File: config.mk
export PLATFORM = sky130hd
export DESIGN_NAME = fetch_unit_flat
export DESIGN_NICKNAME = d
export VERILOG_FILES = /design/src/rtl/fetch_unit_if.sv /design/src/rtl/fetch_unit.sv /design/src/flat_wrapper.sv
export SDC_FILE = /design/constraint.sdc
export NUM_CORES = 1
export LEC_CHECK = 0
export BUFFER_PORTS_ARGS = -buffer_cell sky130_fd_sc_hd__buf_2
export CAP_MARGIN = 20
export CORE_ASPECT_RATIO = 1.1
export CORE_MARGIN = 4
export CORE_UTILIZATION = 54
export DETAILED_ROUTE_END_ITERATION = 16
export GPL_TIMING_DRIVEN = 0
export PLACE_DENSITY = 0.87
export SYNTH_ARGS = -nofsm -noshare
export SYNTH_HDL_FRONTEND = slang
export SYNTH_SLANG_ARGS = --single-unit
File: constraint.sdc
create_clock -name clk -period 5.6 [get_ports clk]
set_input_delay 0.56 -clock clk [delete_from_list [all_inputs] [get_ports clk]]
set_output_delay 0.56 -clock clk [all_outputs]
set_load 0.01 [all_outputs]
File: src/rtl/fetch_unit_if.sv
// Handshake bundles for the fetch front end: instruction-memory
// request/response channel and the decode-facing instruction stream.
interface fetch_imem_if;
    logic        req_valid;
    logic [31:0] req_addr;
    logic        req_ready;
    logic        rsp_valid;
    logic [31:0] rsp_data;

    modport master (
        output req_valid, req_addr,
        input  req_ready, rsp_valid, rsp_data
    );
    modport slave (
        input  req_valid, req_addr,
        output req_ready, rsp_valid, rsp_data
    );
endinterface

interface fetch_out_if;
    logic        valid;
    logic [31:0] instr;
    logic [31:0] pc;
    logic        ready;

    modport master (output valid, instr, pc, input ready);
    modport slave  (input valid, instr, pc, output ready);
endinterface

File: src/rtl/fetch_unit.sv
// Fetch front end: issues in-order word requests, buffers responses
// with their PCs, and squashes stale in-flight data on redirect.
module fetch_unit #(
    parameter logic [31:0] RESET_PC = 32'h0000_3000,
    parameter int          DEPTH    = 2
) (
    input  logic          clk,
    input  logic          reset,
    input  logic          redirect_valid,
    input  logic [31:0]   redirect_pc,
    output logic [31:0]   fetch_pc,
    fetch_imem_if.master  imem,
    fetch_out_if.master   dec
);
    localparam int PW = (DEPTH > 1) ? $clog2(DEPTH) : 1;
    localparam int CW = $clog2(DEPTH + 1);
    localparam logic [CW:0]   LIMIT = (CW + 1)'(DEPTH);
    localparam logic [PW-1:0] LAST  = PW'(DEPTH - 1);

    logic [31:0]   pc;
    logic [31:0]   rsp_pc;
    logic [31:0]   buf_pc    [DEPTH];
    logic [31:0]   buf_instr [DEPTH];
    logic [PW-1:0] head;
    logic [PW-1:0] tail;
    logic [CW-1:0] count;
    logic [CW-1:0] inflight;
    logic [CW-1:0] drop;
    logic          accept;
    logic          push;
    logic          pop;
    logic          discard;
    logic [31:0]   target;
    logic          unused_ok;

    function automatic logic [PW-1:0] bump(input logic [PW-1:0] p);
        return (p == LAST) ? '0 : p + 1'b1;
    endfunction

    assign target    = {redirect_pc[31:2], 2'b00};
    assign unused_ok = ^redirect_pc[1:0];

    assign fetch_pc      = pc;
    assign imem.req_addr = pc;
    // Credit rule: buffered plus outstanding never exceeds DEPTH.
    assign imem.req_valid = !redirect_valid &&
        (({1'b0, count} + {1'b0, inflight}) < LIMIT);

    assign dec.valid = (count != '0) && !redirect_valid;
    assign dec.pc    = buf_pc[head];
    assign dec.instr = buf_instr[head];

    assign accept  = imem.req_valid && imem.req_ready;
    assign discard = imem.rsp_valid && (drop != '0);
    assign push    = imem.rsp_valid && (drop == '0);
    assign pop     = dec.valid && dec.ready;

    always_ff @(posedge clk) begin
        if (reset) begin
            pc       <= RESET_PC;
            rsp_pc   <= RESET_PC;
            head     <= '0;
            tail     <= '0;
            count    <= '0;
            inflight <= '0;
            drop     <= '0;
        end else if (redirect_valid) begin
            pc       <= target;
            rsp_pc   <= target;
            head     <= '0;
            tail     <= '0;
            count    <= '0;
            inflight <= inflight - CW'(imem.rsp_valid);
            drop     <= inflight - CW'(imem.rsp_valid);
        end else begin
            if (accept)
                pc <= pc + 32'd4;
            inflight <= inflight + CW'(accept) - CW'(imem.rsp_valid);
            if (discard)
                drop <= drop - 1'b1;
            if (push) begin
                buf_pc[tail]    <= rsp_pc;
                buf_instr[tail] <= imem.rsp_data;
                tail            <= bump(tail);
                rsp_pc          <= rsp_pc + 32'd4;
            end
            if (pop)
                head <= bump(head);
            count <= count + CW'(push) - CW'(pop);
        end
    end
endmodule
File: src/flat_wrapper.sv
// flat-port wrapper written by rule: the top's interface ports become plain ports
module fetch_unit_flat 
#(
    parameter logic [31:0] RESET_PC = 32'h0000_3000,
    parameter int          DEPTH    = 2
)
  (clk, reset, redirect_valid, redirect_pc, fetch_pc, imem_req_valid, imem_req_addr, imem_req_ready, imem_rsp_valid, imem_rsp_data, dec_valid, dec_instr, dec_pc, dec_ready);
  fetch_imem_if imem_i ();
  fetch_out_if dec_i ();
  input  logic clk;
  input  logic reset;
  input  logic redirect_valid;
  input  logic [31:0] redirect_pc;
  output logic [31:0] fetch_pc;
  output wire logic [$bits(imem_i.req_valid)-1:0] imem_req_valid;
  output wire logic [$bits(imem_i.req_addr)-1:0] imem_req_addr;
  input wire logic [$bits(imem_i.req_ready)-1:0] imem_req_ready;
  input wire logic [$bits(imem_i.rsp_valid)-1:0] imem_rsp_valid;
  input wire logic [$bits(imem_i.rsp_data)-1:0] imem_rsp_data;
  output wire logic [$bits(dec_i.valid)-1:0] dec_valid;
  output wire logic [$bits(dec_i.instr)-1:0] dec_instr;
  output wire logic [$bits(dec_i.pc)-1:0] dec_pc;
  input wire logic [$bits(dec_i.ready)-1:0] dec_ready;
  assign imem_req_valid = imem_i.req_valid;
  assign imem_req_addr = imem_i.req_addr;
  assign imem_i.req_ready = imem_req_ready;
  assign imem_i.rsp_valid = imem_rsp_valid;
  assign imem_i.rsp_data = imem_rsp_data;
  assign dec_valid = dec_i.valid;
  assign dec_instr = dec_i.instr;
  assign dec_pc = dec_i.pc;
  assign dec_i.ready = dec_ready;
  fetch_unit #(.RESET_PC(RESET_PC), .DEPTH(DEPTH)) u_core (.clk(clk), .reset(reset), .redirect_valid(redirect_valid), .redirect_pc(redirect_pc), .fetch_pc(fetch_pc), .imem(imem_i), .dec(dec_i));
endmodule
# Word-level counts from Yosys, hierarchy flattened
# Memory sizes are Yosys's and may differ from the RTL's. A register that Yosys moved wholly into a read port is not among the register bits.
# Cells that the tools add are included.
# op_classes
n_mux	17
reduce_logical	14
addsub	11
magnitude_cmp	1
# ops
operator	n
2-to-1 mux 32 bit	4
adder 32 x 3 -> 32 bit, second input constant	2
2-to-1 mux 1 bit	10
nonzero test 2 bit	5
logical AND 1 bit	6
2-to-1 mux 2 bit	3
subtractor 2 x 1 -> 2 bit	3
adder 2 x 1 -> 2 bit	2
adder 2 x 2 -> 3 bit	1
less-than comparator 3 x 2 -> 1 bit, second input constant	1
adder 1 bit, second input constant	2
zero test 2 bit	1
OR reduction 2 bit	1
subtractor 2 x 1 -> 2 bit, second input constant	1
zero test 1 bit	1
# word_totals
memories	2
out_inout_bits	130
ram_bits	128
word_cells	54
input_bits	70
register_bits	72
# mem_list
name	words	width	rd	rd_ports_with_merged_regs	wr	line	rtl
u_core.buf_instr	2	32	1	1	1	fetch_unit.sv:23	logic [31:0] buf_instr [DEPTH];
u_core.buf_pc	2	32	1	1	1	fetch_unit.sv:22	logic [31:0] buf_pc [DEPTH];

# Longest topological paths before layout
# Gate-level depths: netlist (run 1).
# logic_depth
word_depth	7
depth_mapped	9
ltp_nobuf	8

# Worst setup path before layout (run 1)
# No wires, ideal clock.
# synth_path
kind	input to register
from	input reset
to	memory u_core.buf_instr[0][0], enable pin
setup_ns	0.482
required_ns	5.118
arrival_ns	3.672
n_path_buf	1
path_stages	4
path_slack_ns	1.446
cell_sequence	clkbuf_1 -> nor2_1 -> nand2_1 -> nor2_1
# synth_via
elab_chain_cells	2
# synth_rtl
element	line	rtl
from (decl)	flat_wrapper.sv:11	input logic reset;
2-to-1 mux 1 bit	fetch_unit.sv:59	if (reset) begin
2-to-1 mux 1 bit (implied by the code)	fetch_unit.sv:83	buf_instr[tail] <= imem.rsp_data;
to (decl)	fetch_unit.sv:23	
# Every way passes these cells.

# Worst setup path after layout (run 1)
# layout_path
from	input redirect_valid
to	output imem_req_valid
# layout_via
elab_chain_cells	2
# layout_rtl
element	line	rtl
from (decl)	flat_wrapper.sv:12	input logic redirect_valid;
zero test 1 bit	fetch_unit.sv:46	assign imem.req_valid = !redirect_valid &&
logical AND 1 bit	fetch_unit.sv:46	
to (decl)	flat_wrapper.sv:15	output wire logic [$bits(imem_i.req_valid)-1:0] imem_req_valid;
# Every way passes these cells.

==> metrics, run 1 <==
Post-synth ARST share=0; Layout area overhead=21.4%; Worst Setup End Kind=output port; Nets=1002; final hold violation count=0; CTS Buffer Depth=2; Max-Slew Margin vs Limit=0.353; WP data arrival=2.27 ns; WL per Instance=19.1 um; root cell of the clock tree=clkbuf_16; vias in the first global route=6505; most frequent cells in the layout=191 x buf_2, 124 x edfxtp_1, 69 x dfxtp_1, 62 x mux2_2, 36 x buf_4; sequential share of the synthesized area=0.587; clock skew=0.0100 ns; crit path time final=2.83 ns; fin crit share=0.504; design area=10500 um2; antenna viol nets, final=0; final max-slew violation count=0; drt first-iter violations=547; syn avg cell area=12.3 um2; layout cells sized above 1=0.358; status=finished clean; post-CTS setup buffers=0; Max Clk Rate=0.354 GHz; chip width=129 um; Mapped Area=8690 um2; area share of the largest cell type after synthesis=0.429; FF+latch count, synth=193; leak pwr=4.02 nW; antenna violations before repair=0; Core Region=15700 um2; row cnt=48; slowest cell on the critical path=clkbuf_1; Hold Buf Count CTS=0; max-cap violations=0; Total Routing Usage GR=0.239; Post-synth EDFFs=124; gr ovfl total=0; Detailed Place HPWL=15600 um; Crit path largest cell delay=0.43 ns; TritonRoute pass-1 iters=5; DIE HEIGHT=141 um; RSZ-0062 raised after global routing=false; Synth warnings=0; first-pass GRT wire length=33900 um; average vias per placed instance=5.85; WP data required=5.04 ns; crit-path cells=buf_2 > clkbuf_1 > clkbuf_1 > buf_1 > nor3_1 > buf_2; CTS Buf Count=17; Vias=6648; GPL Wtd Cong=0.915; largest net degree at the start of global routing=63; Antenna Cells=0; clock sink count=193; worst slew pin tran=0.961 ns; peak supply drop=0.228 mV; Worst Path Max Fanout=10; Clock Pin Slew Worst Setup and Hold Paths=0.07 ns; post-synthesis cell type count=60; H-Tree Depth=4; IO Pins=200; Placed Instance Area=9970 um2; Routed WL=21700 um; CTS tree=done; Synth area leaders=edfxtp_1 43%, dfxtp_1 16%, mux2_2 8.0%; Min-Delay Path Class=input pin to register; CP startpoint kind=input pin; Cells after Synth=706; CTS resizes=0; Top FF cell, synth=edfxtp_1; power per cell area=298 nW/um2; most common cell after layout, fill and taps aside=buf_2; Initial Util=0.552; later-pin clock latency in the skew report=0.44 ns; CP Class=input pin to output port; Remaining DRCs=0; Port Buffer Count=190; Die ar.=18200 um2; Overall Power=0.00314 W; biggest area consumer among synthesized cells=edfxtp_1; endpoints failing setup=0
registers in the layout, summed over array words and instances (netlist names), named ones only:
register          count
u_core.buf_instr     64
u_core.buf_pc        60
u_core.tail           1
u_core.fetch_pc      30
u_core.head           1
u_core.drop           2
u_core.inflight       2
u_core.count          2
u_core.rsp_pc        30
layer usage:
metal	global-route usage	share of wire	up-vias
met3	0.0470	0.085	61
met2	0.383	0.47	369
met5	0	0	-
met4	0.129	0.038	0
met1	0.306	0.41	3106
li1	-	-	3112
cells in the mapped netlist, types with 15 or more instances:
| library cell | n |
|---|---|
| mux2_2 | 62 |
| a21oi_1 | 22 |
| xnor2_1 | 17 |
| buf_4 | 36 |
| nor2_1 | 20 |
| nand4_1 | 22 |
| nor3_1 | 19 |
| edfxtp_1 | 124 |
| a21boi_0 | 15 |
| nor4_1 | 17 |
| nand2_1 | 32 |
| nand3_1 | 17 |
| a31oi_1 | 17 |
| clkbuf_1 | 30 |
| dfxtp_1 | 69 |
| inv_1 | 27 |
| or4_1 | 15 |
metrics by stage:
stage	util	hold WS, ns	worst slack (ns)	instances	TNS, ns
finish	0.670	0.310	2.77	1137	0
global route	0.670	0.302	2.62	1137	0
CTS	0.670	0.299	2.65	1135	0
detailed placement	0.633	0.504	2.53	1103	0
global placement	0.630	0.490	-0.223	1101	-13.63
floorplan	-	0.461	1.45	711	0
cell families (layout without fill, tap and decap cells):
family / Yosys count / in the layout / synth area share
adder cells (fa/ha/maj): 8 / 8 / 0.0124
other: 1 / 6 / 0.000432
multiplexers: 63 / 63 / 0.0815
flip-flops: 193 / 193 / 0.587
XOR/XNOR: 25 / 25 / 0.0252
AND/OR/NAND/NOR: 192 / 192 / 0.131
AO/OA/AOI/OAI: 125 / 125 / 0.103
buffers and inverters: 99 / 325 / 0.0593
critical path: cells and delay by family:
kind	cells	cell delay, ns
simple gates	1	0.17
buf+inv	5	1.52
worst paths after layout:
path,from,to,slack (ns),depth (start not counted)
worst min-delay path,imem_rsp_data[8],u_core.buf_instr[0][8],0.31,1
worst max register to register,u_core.count[0],u_core.fetch_pc[25],2.78,7
worst min register to register,u_core.rsp_pc[30],u_core.buf_pc[0][30],0.53,0
worst max-delay path,redirect_valid,imem_req_valid,2.77,6
power breakdown:
group,switching [W],total (W),internal (W)
Combinational,0.000176,0.000324,0.000148
Clock,0.000527,0.00119,0.000658
Sequential,0.0000613,0.00163,0.00157
Total,0.000764,0.00314,0.00238
cell type report:
type,count,area [um2]
Tap cell,200,250
Clock buffer,19,433
Buffer,71,410
Inverter,28,105
Clock inverter,13,136
Fill cell,1175,5190
Timing Repair Buffer,194,1010
Multi-Input combinational cell,419,3100
Sequential cell,193,5100
No activity file was read; power rests on OpenSTA's default activity.
==> run 2: changes to the inputs <==
--- a/config.mk
+++ b/config.mk
@@ -9,10 +9,10 @@
 export CAP_MARGIN = 20
 export CORE_ASPECT_RATIO = 1.1
 export CORE_MARGIN = 4
-export CORE_UTILIZATION = 54
+export CORE_UTILIZATION = 49
 export DETAILED_ROUTE_END_ITERATION = 16
 export GPL_TIMING_DRIVEN = 0
-export PLACE_DENSITY = 0.87
+export PLACE_DENSITY = 0.83
 export SYNTH_ARGS = -nofsm -noshare
 export SYNTH_HDL_FRONTEND = slang
 export SYNTH_SLANG_ARGS = --single-unit
==> constraint.sdc (replaced) <==
create_clock -name clk -period 2.3 [get_ports clk]
set_input_delay 0.23 -clock clk [delete_from_list [all_inputs] [get_ports clk]]
set_output_delay 0.23 -clock clk [all_outputs]
set_load 0.01 [all_outputs]
==> run 2 against run 1 <==
- the flow now finishes with violations (negative setup slack)
- via count up 3.9%
- clock power up 150%
- worst hold slack worse by 0.21 ns
- global-route usage down 1.1 points
- utilization down 2.0 points
- final cell count up 6.9%
- cell area up 6.0%
- sequential cell count unchanged
- combinational power rose to 2.8 times the previous value
- critical path type is now register to register
- critical endpoint is now u_core.fetch_pc[21]
==> metrics, run 2 (synthesis gave the netlist of run 1 again) <==
Top reg by flops=u_core.buf_instr; gr ovfl total=0 (unchanged); Initial Util=0.505 (-0.0472); crit-path cells=inv_2 > nor2_4 > fa_2 > or3b_4 > or4_4 > buf_4 > or3_1 > a31oi_1; Buf+Inv Stages, Crit Path=2 (-3); first-pass GRT wire length=35500 um (+4.8%); Min-Delay Path Class=input pin to register; TritonRoute pass-1 iters=5 (unchanged); average vias per placed instance=5.69 (-2.7%); met3 GRT Util=0.0507 (+0.00373); WL per Instance=19.2 um (+0.35%); dpl ws=-0.543 ns (-3.07 ns); CP Class=register to register; power per cell area=701 nW/um2 (+140%); Nets=1046 (+4.4%); Port Buffer Count=190 (unchanged); endpoints failing setup=8 (+8); worst slew pin tran=0.730 ns (-0.232 ns); design area=11200 um2 (+6.0%); CTS tree=done; Die ar.=19900 um2 (+9.6%); root cell of the clock tree=clkbuf_16; met1 GRT Util=0.286 (-0.0196); max-cap violations=0 (unchanged); Layout Cells excl Fill=1215 (+6.9%); peak supply drop=0.572 mV (+150%); Crit path largest cell delay=0.47 ns (+0.04 ns); antenna viol nets, final=0 (unchanged); Worst Path Max Fanout=5 (-5); Total Routing Usage GR=0.228 (-0.0113); Max-Slew Margin vs Limit=0.513 (+0.160); busiest grt layer=met2; WP data arrival=2.86 ns (+0.59 ns); Layout area overhead=28.7%; final hold violation count=0 (unchanged); GPL Wtd Cong=0.918 (+0.37%); later-pin clock latency in the skew report=0.43 ns (about the same); final max-slew violation count=0 (unchanged); antenna violations before repair=0 (unchanged); Placed Instance Area=10000 um2 (+0.46%); Regs by FF count=u_core.buf_instr: 64 flops, u_core.buf_pc: 60 flops; IO Pins=200 (unchanged); most frequent cells in the layout=192 x buf_2, 124 x edfxtp_1, 65 x dfxtp_1, 62 x mux2_2, 47 x buf_4; clock skew=0.0117 ns (+0.00168 ns); violated checks=negative setup slack; Detailed Place HPWL=15700 um (+0.52%); layout cells sized above 1=0.388 (+0.0309); DIE HEIGHT=148 um (+4.7%); CTS Buf Count=17 (unchanged); status=complete, but fails checks; Clock Pin Slew Worst Setup and Hold Paths=0.07 ns (about the same); H-Tree Depth=4 (unchanged); drt first-iter violations=418 (-24%); DP Cell Count=1137 (+3.1%); fin crit share=1.09; clock sink count=193 (unchanged); setup TNS=-1.15 ns (-1.15 ns); max FFs per register=64 (unchanged); Core Region=17200 um2 (+9.3%); Vias=6910 (+3.9%); CP startpoint kind=register; chip width=135 um (+4.7%); row cnt=50 (+4.2%); crit path time final=2.51 ns; CP delay by family, top=simple AND/OR/NAND/NOR gates; slowest cell on the critical path=fa_2; Antenna Cells=0 (unchanged); Routed WL=23300 um (+7.2%); WP data required=2.66 ns (-2.38 ns); Max Clk Rate=0.399 GHz; vias in the first global route=6730 (+3.5%); Remaining DRCs=0 (unchanged); Worst Setup End Kind=register; most common cell after layout, fill and taps aside=buf_2; Setup WS post-layout=-0.206 ns (-2.98 ns); met2 Track Usage GR=0.379 (-0.00404); CTS Buffer Depth=2 (unchanged); leak pwr=4.29 nW (+6.8%); largest net degree at the start of global routing=32 (-49%); RSZ-0062 raised after global routing=true
[run 2: power by group]
| part | internal (W) | switching [W] |
|---|---|---|
| sequential | 0.00383 | 0.000155 |
| clock | 0.00164 | 0.00131 |
| combinational | 0.000439 | 0.000471 |
[run 2: worst paths after layout]
kind | end | startpoint | cells past startpoint | slack (ns)
setup reg to reg | u_core.fetch_pc[21] | u_core.count[0] | 8 | -0.21
hold reg to reg | u_core.buf_pc[0][20] | u_core.rsp_pc[20] | 0 | 0.53
setup / recovery | u_core.fetch_pc[21] | u_core.count[0] | 8 | -0.21
hold / removal | u_core.rsp_pc[13] | redirect_pc[13] | 3 | 0.1
[run 2: worst min-delay path: cells and delay by family]
family | cells | cell delay, ns
AOI/OAI and AO/OA | 1 | 0.10
buffers and inverters | 1 | 0.10
and+or+nand+nor | 1 | 0.06
[run 2: area by class of cell]
class / instances / area [um2]
fillers: 1244 / 6020
flip-flops and latches: 193 / 5110
multi-input cells: 420 / 3230
repair buffers: 238 / 1430
clock buffers: 20 / 479
plain buffers: 70 / 417
well taps: 234 / 293
clock inverters: 12 / 113
inverters: 28 / 105
[run 2: per-stage QoR]
| step | hold slack, ns | util | total power (W) |
|---|---|---|---|
| 6_report | 0.0954 | 0.650 | 0.00784 |
| 3_5_place_dp | 0.423 | 0.582 | 0.00482 |
| 4_1_cts | 0.0687 | 0.642 | 0.00782 |
| 2_1_floorplan | 0.329 | - | 0.00448 |
| 3_3_place_gp | 0.418 | 0.579 | 0.00479 |
| 5_1_grt | 0.0955 | 0.650 | 0.00812 |
[run 2: layer usage]
layer  up-vias  routed length, um  part of all wire
li1       3194                  -                 -
met1      3255               9260              0.40
met2       397              11300              0.48
met3        64               1930             0.083
met4         0                836             0.036
met5         -                  0                 0
[run 2: timing repair]
| item | CTS | global route |
|---|---|---|
| endpoints found under the hold margin | 64 | 0 |
| cloned | 2 | 0 |
| setup endpoints to repair | 171 | 29 |
| hold buffers | 32 | 0 |
| pin swaps | 9 | 12 |
| resized for setup | 17 | 23 |
| setup buffers | 7 | 6 |
==> run 3: changes to the inputs <==
--- a/config.mk
+++ b/config.mk
@@ -9,10 +9,10 @@
 export CAP_MARGIN = 20
 export CORE_ASPECT_RATIO = 1.1
 export CORE_MARGIN = 4
-export CORE_UTILIZATION = 49
+export CORE_UTILIZATION = 54
 export DETAILED_ROUTE_END_ITERATION = 16
 export GPL_TIMING_DRIVEN = 0
-export PLACE_DENSITY = 0.83
+export PLACE_DENSITY = 0.87
 export SYNTH_ARGS = -nofsm -noshare
 export SYNTH_HDL_FRONTEND = slang
 export SYNTH_SLANG_ARGS = --single-unit
==> constraint.sdc (replaced) <==
create_clock -name clk -period 2.85 [get_ports clk]
set_input_delay 0.285 -clock clk [delete_from_list [all_inputs] [get_ports clk]]
set_output_delay 0.285 -clock clk [all_outputs]
set_load 0.01 [all_outputs]
==> run 3 against run 2 <==
- the run now ends clean
- wire length is 7.2% lower
- sequential power is 19% lower
- sequential share of layout area is 2.7 points higher
- sequential cell count stayed put
- die area is 8.7% lower
- via count is 2.6% lower
- first-iteration DRC count is 27% higher
- non-clock buffer count is 43 lower
- power is 23% lower
- utilization is 2.0 points higher
==> metrics, run 3 (synthesis gave the netlist of run 1 again) <==
power per cell area=571 nW/um2 (-19%); Layout Cells excl Fill=1138 (-6.3%); Worst Setup End Kind=register; Core Region=15700 um2 (-8.5%); CP delay by family, top=simple AND/OR/NAND/NOR gates; CTS Buffer Depth=2 (unchanged); Min-Delay Path Class=input pin to register; fin crit share=0.944 (-0.146); RSZ-0062 raised after global routing=false; Routed WL=21600 um (-7.2%); R2R Setup Slk=0.16 ns (+0.37 ns); CP startpoint kind=register; vias in the first global route=6436 (-4.4%); Max Clk Rate=0.372 GHz (-6.8%); Total Routing Usage GR=0.236 (+0.00772); layout cells sized above 1=0.359 (-0.0298); final hold violation count=0 (unchanged); Max-Slew Margin vs Limit=0.429 (-0.0848); worst slew pin tran=0.849 ns (+0.119 ns); most frequent cells in the layout=191 x buf_2, 124 x edfxtp_1, 69 x dfxtp_1, 62 x mux2_2, 38 x buf_4; GPL Wtd Cong=0.889 (-3.2%); Regs by FF count=u_core.buf_instr: 64 flops, u_core.buf_pc: 60 flops; chip width=129 um (-4.5%); drt first-iter violations=531 (+27%); DIE HEIGHT=141 um (-4.5%); CTS Buf Count=17 (unchanged); antenna violations before repair=1 (+1); Sequential Area=5100 um2 (about the same); crit-path cells=inv_1 > nor2_2 > fa_2 > or3b_4 > or4_4 > or4_1 > a31oi_1; status=finished clean; area of the multi-input gates=3110 um2 (-3.7%); Port Buffer Count=190 (unchanged); row cnt=48 (-4.0%); Buf+Inv Stages, Crit Path=1 (-1); WP data arrival=3.04 ns (+0.18 ns); endpoints failing setup=0 (-8); Top reg by flops=u_core.buf_instr; crit path time final=2.69 ns (+0.183 ns); Vias=6732 (-2.6%); WL per Instance=19.0 um (-0.97%); Die ar.=18200 um2 (-8.7%); clock skew=0.0112 ns (-0.000470 ns); H-Tree Depth=4 (unchanged); first-pass GRT wire length=33300 um (-6.1%); Initial Util=0.552 (+0.0472); WP data required=3.20 ns (+0.54 ns); post-layout util=0.670 (+0.0197); CTS tree=done; leak pwr=4.01 nW (-6.6%); max-cap violations=0 (unchanged); average vias per placed instance=5.92 (+4.0%); max FFs per register=64 (unchanged); clock sink count=193 (unchanged); Worst Path Max Fanout=6 (+1); final max-slew violation count=0 (unchanged); most common cell after layout, fill and taps aside=buf_2; Layout area overhead=21.2%; largest net degree at the start of global routing=63 (+97%); TritonRoute pass-1 iters=5 (unchanged); later-pin clock latency in the skew report=0.43 ns (about the same); Crit path largest cell delay=0.49 ns (+0.02 ns); peak supply drop=0.502 mV (-12%); gr ovfl total=0 (unchanged); root cell of the clock tree=clkbuf_16; Remaining DRCs=0 (unchanged); Nets=1002 (-4.2%); Detailed Place HPWL=15600 um (-0.42%); FILL cells=1189 (-4.4%); CP Class=register to register; slowest cell on the critical path=or4_1; IO Pins=200 (unchanged); DP Cell Count=1103 (-3.0%); antenna viol nets, final=0 (unchanged); Clock Pin Slew Worst Setup and Hold Paths=0.07 ns (about the same)
run 3: per-layer routing:
metal  vias to the layer above  GRT usage  share of wire
met4                         0      0.120          0.041
met3                        62     0.0481          0.086
li1                       3109          -              -
met2                       370      0.386           0.48
met1                      3191      0.295           0.40
met5                         -          0              0
run 3: cell type report:
cell class,count,area share
sequential,193,0.485
timing repair buffer,194,0.0962
clock buffer,21,0.0448
clock inverter,11,0.00594
inverter,28,0.00998
antenna,1,0.000238
multi-input combinational,419,0.296
buffer,71,0.0390
tap,200,0.0238
run 3: metrics by stage:
step	hold WS, ns	setup TNS [ns]	area, um2	setup slack, ns	total power, W
detailed placement	0.477	-0.0306	9970	-0.0122	0.00389
CTS	0.0247	0	10500	0.0298	0.00603
global route	0.0244	0	10500	0.0598	0.00623
floorplan	0.384	0	8720	0.234	0.00362
finish	0.0436	0	10500	0.161	0.00601
global placement	0.473	-31.62	9920	-0.383	0.00386
run 3: path summary, 6_finish.rpt:
kind,from,end,cells past startpoint
max,u_core.count[0],u_core.fetch_pc[25],7
min,imem_rsp_data[5],u_core.buf_instr[0][5],1
max reg2reg,u_core.count[0],u_core.fetch_pc[25],7
min reg2reg,u_core.rsp_pc[20],u_core.buf_pc[1][20],0
run 3: repair_timing:
action	in CTS	in global routing
resized for setup	2	2
endpoints found under the setup margin	50	5
endpoints found under the hold margin	0	0
buffers inserted	0	2
pin swaps	0	3
hold buffers	0	0
run 3: power breakdown:
group | internal (W) | switching (W) | total, W
registers | 0.00309 | 0.000119 | 0.00321
clock network | 0.00118 | 0.000979 | 0.00215
logic | 0.000297 | 0.000352 | 0.000650
total | 0.00456 | 0.00145 | 0.00601
run 3: worst reg2reg max path: stages, from the launching register on:
cell	delay [ns]
dfxtp_1	0.34
inv_1	0.08
nor2_2	0.14
fa_2	0.48
or3b_4	0.44
or4_4	0.47
or4_1	0.49
a31oi_1	0.17
